[src/rtl/fifo_rd_packer_pkg.sv]
// Shared types and defaults for the FIFO read-side packer.
// Imported by the packer top and its assembly register.
package fifo_rd_packer_pkg;

    typedef enum logic {
        FILL  = 1'b0,
        FLUSH = 1'b1
    } state_t;

    localparam int DW_DEF    = 4;
    localparam int NPACK_DEF = 4;

    function automatic int clog2(input int v);
        int r;
        r = 0;
        for (int i = 0; i < 31; i++) begin
            if ((1 << i) < v) begin
                r = i + 1;
            end
        end
        return r;
    endfunction

endpackage

[src/rtl/fifo_rd_packer_asm.sv]
// Assembly register: slots filled LSB-first, cleared on transfer.
// Cleared slots provide the zero padding of partial words.
module rd_pack_asm
    import fifo_rd_packer_pkg::*;
#(
    parameter int DW    = DW_DEF,
    parameter int NPACK = NPACK_DEF,
    parameter int NW    = clog2(NPACK + 1)
) (
    input  logic                clk,
    input  logic                rst_n,
    input  logic                cap,
    input  logic [DW-1:0]       cap_data,
    input  logic                clr,
    output logic [NW-1:0]       cnt,
    output logic [NW-1:0]       cnt_nxt,
    output logic [DW*NPACK-1:0] word_nxt
);

    logic [DW-1:0] slot_q [NPACK];
    logic [NW-1:0] cnt_q;

    assign cnt = cnt_q;

    // word_nxt already includes an entry captured on this edge
    always_comb begin
        cnt_nxt  = cnt_q + NW'(cap);
        word_nxt = '0;
        for (int i = 0; i < NPACK; i++) begin
            word_nxt[i*DW +: DW] = slot_q[i];
            if (cap && cnt_q == NW'(i)) begin
                word_nxt[i*DW +: DW] = cap_data;
            end
        end
    end

    always_ff @(posedge clk or negedge rst_n) begin
        if (!rst_n) begin
            cnt_q <= '0;
            for (int i = 0; i < NPACK; i++) begin
                slot_q[i] <= '0;
            end
        end else if (clr) begin
            cnt_q <= '0;
            for (int i = 0; i < NPACK; i++) begin
                slot_q[i] <= '0;
            end
        end else if (cap) begin
            cnt_q <= cnt_nxt;
            for (int i = 0; i < NPACK; i++) begin
                if (cnt_q == NW'(i)) begin
                    slot_q[i] <= cap_data;
                end
            end
        end
    end

endmodule

[src/rtl/fifo_rd_packer.sv]
// Drains the async FIFO read side and packs NPACK entries per word.
// Flush emits a zero-padded partial word; output has a holding register.
module fifo_rd_packer
    import fifo_rd_packer_pkg::*;
#(
    parameter int DW    = DW_DEF,
    parameter int NPACK = NPACK_DEF,
    parameter int CW    = 8
) (
    input  logic                        rclk,
    input  logic                        rstn,
    input  logic                        fifo_empty,
    input  logic [DW-1:0]               fifo_data,
    output logic                        fifo_ren,
    input  logic                        flush,
    input  logic                        o_ready,
    output logic                        o_valid,
    output logic [DW*NPACK-1:0]         o_data,
    output logic [clog2(NPACK+1)-1:0]   o_nib,
    output logic                        flush_done,
    output logic                        busy,
    output logic [CW-1:0]               word_cnt
);

    localparam int NW = clog2(NPACK + 1);

    state_t                state_q;
    logic                  pend_q;
    logic [NW-1:0]         cnt;
    logic [NW-1:0]         cnt_nxt;
    logic [DW*NPACK-1:0]   word_nxt;
    logic                  free;
    logic                  full_x;
    logic                  fl_idle;
    logic                  xfer;
    logic                  done;

    rd_pack_asm #(
        .DW    (DW),
        .NPACK (NPACK),
        .NW    (NW)
    ) u_asm (
        .clk      (rclk),
        .rst_n    (rstn),
        .cap      (pend_q),
        .cap_data (fifo_data),
        .clr      (xfer),
        .cnt      (cnt),
        .cnt_nxt  (cnt_nxt),
        .word_nxt (word_nxt)
    );

    // Count in-flight reads so the assembly never overfills
    assign fifo_ren = !fifo_empty && state_q == FILL
                    && (int'(cnt) + int'(pend_q) < NPACK);

    assign free    = !o_valid || o_ready;
    assign full_x  = cnt_nxt == NW'(NPACK);
    assign fl_idle = state_q == FLUSH && !pend_q;
    assign xfer    = free && (full_x || (fl_idle && cnt != '0));
    assign done    = fl_idle && (cnt == '0 || xfer);
    assign busy    = cnt != '0 || pend_q || o_valid;

    always_ff @(posedge rclk or negedge rstn) begin
        if (!rstn) begin
            state_q    <= FILL;
            pend_q     <= 1'b0;
            o_valid    <= 1'b0;
            o_data     <= '0;
            o_nib      <= '0;
            flush_done <= 1'b0;
            word_cnt   <= '0;
        end else begin
            pend_q     <= fifo_ren;
            flush_done <= done;
            if (o_valid && o_ready) begin
                word_cnt <= word_cnt + CW'(1);
            end
            if (xfer) begin
                o_valid <= 1'b1;
                o_data  <= word_nxt;
                o_nib   <= cnt_nxt;
            end else if (o_ready) begin
                o_valid <= 1'b0;
            end
            unique case (state_q)
                FILL:  if (flush) state_q <= FLUSH;
                FLUSH: if (done)  state_q <= FILL;
                default: state_q <= FILL;
            endcase
        end
    end

endmodule
[config.mk]
export PLATFORM = sky130hd
export DESIGN_NAME = fifo_rd_packer
export DESIGN_NICKNAME = d
export VERILOG_FILES = /design/src/rtl/fifo_rd_packer_pkg.sv /design/src/rtl/fifo_rd_packer_asm.sv /design/src/rtl/fifo_rd_packer.sv
export SDC_FILE = /design/constraint.sdc
export NUM_CORES = 1
export LEC_CHECK = 0
export ABC_AREA = 1
export CAP_MARGIN = 20
export CORE_MARGIN = 2
export CORE_UTILIZATION = 35
export CTS_BUF_LIST = sky130_fd_sc_hd__clkbuf_8
export CTS_CLUSTER_DIAMETER = 200
export CTS_CLUSTER_SIZE = 24
export DETAILED_ROUTE_END_ITERATION = 10
export MAX_ROUTING_LAYER = met4
export SYNTH_ARGS = -nofsm -noshare
export SYNTH_HDL_FRONTEND = slang
export SYNTH_HIERARCHICAL = 1
export SYNTH_SLANG_ARGS = --single-unit
[constraint.sdc]
create_clock -name rclk -period 2.93 [get_ports rclk]
set_input_delay 0.586 -clock rclk [delete_from_list [all_inputs] [get_ports rclk]]
set_output_delay 0.586 -clock rclk [all_outputs]
set_load 0.1 [all_outputs]
Yosys cells after proc, flatten, opt, wreduce, memory -nomap -nowiden. Index checks and enable logic that the tools add are counted.

Bits in registers: 50. Bits of input ports: 9. Output and inout port bits: 31. Word-level logic and storage cells: 69.

Add/sub/neg operators: 3. $lt $le $gt $ge: 1. Equal/unequal tests: 4. Mux-type cells: 17. Bitwise gates (word level): 1. Reduce and logical (&&, ||, !) cells: 31.

Operators with widths (number): 16-bit 2-to-1 mux (2); 4-bit 2-to-1 mux (8); 2-bit nonzero test (6); 1-bit logical AND (11); 8-bit by 1-bit adder with 8-bit output, second input constant (1); 2-bit AND reduction (4); 3-bit by 2-bit == test with 1-bit output, second input constant (2); 3-bit 2-to-1 mux (2); 1-bit logical OR (5); 3-bit by 1-bit adder with 4-bit output (1); 4-bit by 3-bit < comparator with 1-bit output, second input constant (1); 1-bit 2-to-1 mux (4); 3-bit by 1-bit adder with 3-bit output (1); 3-bit by 1-bit == test with 1-bit output, second input constant (1); 3-bit == test, second input constant (1); 1-bit zero test (3); 3-bit zero test (1); 3-bit nonzero test (1); 1-bit case mux with 2 select lines (1); 1-bit NOT (1).

Longest topological paths before layout.
Depth in word-level cells: 9. Mapped depth: 13. Depth with buffers taken out: 11.

Cells and area by module. The synthesis kept the hierarchy.

Modules (own cells, without submodules): fifo_rd_packer (times used 1, cells each 153, area each 1403.8 um^2); rd_pack_asm (times used 1, cells each 150, area each 1033.5 um^2).

Worst setup path before layout. OpenSTA, ideal clock, no wires.

Path type: input to output. From: input fifo_empty. To: output fifo_ren. Arrival: 2.266 ns. Data required time: 2.344 ns. Slack: 0.078 ns. Stages on the path: 3. Buffers on the path: 0. Cell sequence: nor2_1 nand2_1 a31oi_1.

Longest elaborated chain between the ends: 3.

Ends and longest elaborated chain: start: declaration (RTL line fifo_rd_packer.sv:12) `input logic fifo_empty,`; 1-bit zero test (RTL line fifo_rd_packer.sv:54) `assign fifo_ren = !fifo_empty && state_q == FILL`; 1-bit logical AND (RTL line fifo_rd_packer.sv:54); 1-bit logical AND (RTL line fifo_rd_packer.sv:55) `&& (int'(cnt) + int'(pend_q) < NPACK);`; end: declaration (RTL line fifo_rd_packer.sv:14) `output logic fifo_ren,`.

Every way passes these cells.

Worst setup path in the final report. Same ends and word-level chain as after synthesis.

==> flow_summary.toml <==
[routing]
ant_nets = 0
via_per_inst = 4.48
drc = 0
wire_per_inst_um = 11.6
drt_iter0_drc = 91
vias = 1906
firstDrtPassIters = 4
routed_wl_mm = 4.93

[placed_design]
dp_hpwl_mm = 3.65
place.port_buffers = 39
place_congestion = 0.776

[global_route]
grt_pass1_vias = 1809
grt_usage_pct = 14.3
grt_pass1_wl_mm = 8.36
grt_max_degree = 21
antenna_found_initial = 0
grt.overflow.total = 0

[sta]
rsz0062_at_grt = "no"
slew_headroom_pct = 73.6
min_period_over_period_pct = 75.1
clock.fmax_ghz = 0.454
fin_crit_ps = 2200
tightest_slew_ps = 396
fin_setup_tns_ps = 0
setup_violations = 0
slew_violations = 0
hold_violations = 0
finClkSkew_ps = 5.59

[die]
core-area_mm2 = 0.00676
rows = 30
dieArea_mm2 = 0.00765
die_x_um = 87.5
start_util_pct = 36.1
die_y_um = 87.5
io_pins = 40

[clock_tree]
numCtsBuffers = 5
postCtsHoldBufs = 0
postCtsSetupRepairBufs = 0
ctsRootBufferMaster = "clkbuf_8"
clockBufferDepth = 2
tritoncts = "built"
cts_resized = 0
clk_pin_slew_ps = 90
cts_max_level = 2
clock_latency_ps = 300
cts.sinks = 50

[yosys]
synth_top_area_share_pct = 51.3
synth_edf_count = 0
yosysSeqAreaShare_pct = 51.3
synth.distinct_cells = 24
syn_area_per_cell_um2 = 8.04
synth-async-reset-ratio_pct = 100
post-synth-top-area-cell = "dfrtp_1"
synth-seq-cells = 50
postSynthCellCount = 303
synth_ff_type = "dfrtp_1"
yosysWarnings = 6
synthesis.area_mm2 = 0.00244
syn_nets = 315
synthTopCellsByArea = "dfrtp_1, nand2_1, inv_1, nand3_1, nor2_1"

[critical_path]
cp_num_buf_inv = 2
slowest_delay_ps = 400
worst-setup-path-type = "primary input to output pin"
cpLargestDelayFamily = "buffers and inverters"
slowest_stage = "clkdlybuf4s50_1"
cp.arrival_ps = 1620
start_kind = "primary input"
cp.required_ps = 2340
path_max_fanout = 2
cp_cell_sequence = "clkdlybuf4s50_1 > nor2_1 > nand2_1 > a31oi_1 > buf_12"
critPathCaptureType = "output pin"

[status]
status = "complete, no violations"

[cells_and_area]
nNetsFinal = 357
num_antenna_cells = 0
syn_to_final_growth_pct = 19.0
drive_gt1_share_pct = 18.0

[worst_hold_path]
min_path_type = "primary input to asynchronous set/reset pin"

[job]
maxCapViolCount = 0
## cell families (layout without fill, tap and decap cells)
group / Yosys count / after routing / share of synthesized area, %
xor gates and xnor gates: 5 / 5 / 1.80
DFF: 50 / 50 / 51.3
buffers and inverters: 65 / 107 / 11.8
muxes: 1 / 1 / 0.462
and+or+nand+nor: 174 / 174 / 31.9
AOI/OAI and AO/OA: 5 / 5 / 1.23
adders and majority gates: 3 / 3 / 1.54
## layer usage
metal	vias to the layer above	global-route usage, %	share of wire [%]
met5	-	-	0
met4	0	4.20	1.2
met3	7	2.94	3.7
met2	34	23.3	47
met1	872	18.1	48
li1	993	-	-
## worst paths after layout
kind / start / to / slack [ps] / cells past startpoint
worst min-delay path: rstn / word_cnt[0] / 200 / 1
worst min register to register: o_data[0] / o_data[0] / 480 / 2
worst max-delay path: fifo_empty / fifo_ren / 730 / 5
worst max register to register: pend_q / u_asm/cnt[2] / 890 / 10
min in group rclk: o_data[0] / o_data[0] / 480 / 2
max in group asynchronous: rstn / o_data[8] / 2120 / 2
## Yosys cell counts (3+ instances only)
library cell and count:
buf_2 3, dfrtp_1 50, ha_1 3, inv_1 54, nand2_1 99, nand3_1 27
nand3_2 10, nand4_1 4, nor2_1 29, nor2_2 3, xnor2_1 3
## area by class of cell
type                    instances  area, µm²
multi-input cells             188        900
flip-flops and latches         50       1250
clock buffers                   5       68.8
fillers                       715       3850
inverters                      55        206
well taps                      80        100
clock inverters                 2       10.0
repair buffers                 45        365
## state kept, by name, indices dropped and copies added (netlist names)
name          count
o_data           16
u_asm/slot_q     16
word_cnt          8
o_nib             3
u_asm/cnt         3
flush_done        1
o_valid           1
pend_q            1
state_q           1
## through the flow
| stage | worst slack [ps] | cell area, µm² | util [%] | cells | hold slack, ps |
|---|---|---|---|---|---|
| after detailed placement | 722 | 2820 | 41.8 | 418 | 460 |
| final | 729 | 2900 | 42.9 | 425 | 198 |
| after global placement | 734 | 2820 | 41.8 | 418 | 461 |
| after floorplan | 77.7 | 2440 | - | 303 | 290 |
| after global routing | 602 | 2900 | 42.9 | 425 | 214 |
| after CTS | 722 | 2900 | 42.9 | 425 | 209 |
## cell usage in the layout (no fill, tap or decap), types with 2 or more instances in the layout
master and n:
nand2_1 99, inv_1 54, dfrtp_1 50, buf_4 36, nor2_1 29, nand3_1 27
nand3_2 10, clkdlybuf4s50_1 7, clkbuf_8 5, nand4_1 4, nor2_2 3, xnor2_1 3
ha_1 3, xor2_1 2, clkinv_2 2, o21ai_0 2
Power is not shown: default switching activity piles up to over one toggle a cycle in this logic, so the estimate is an artifact.
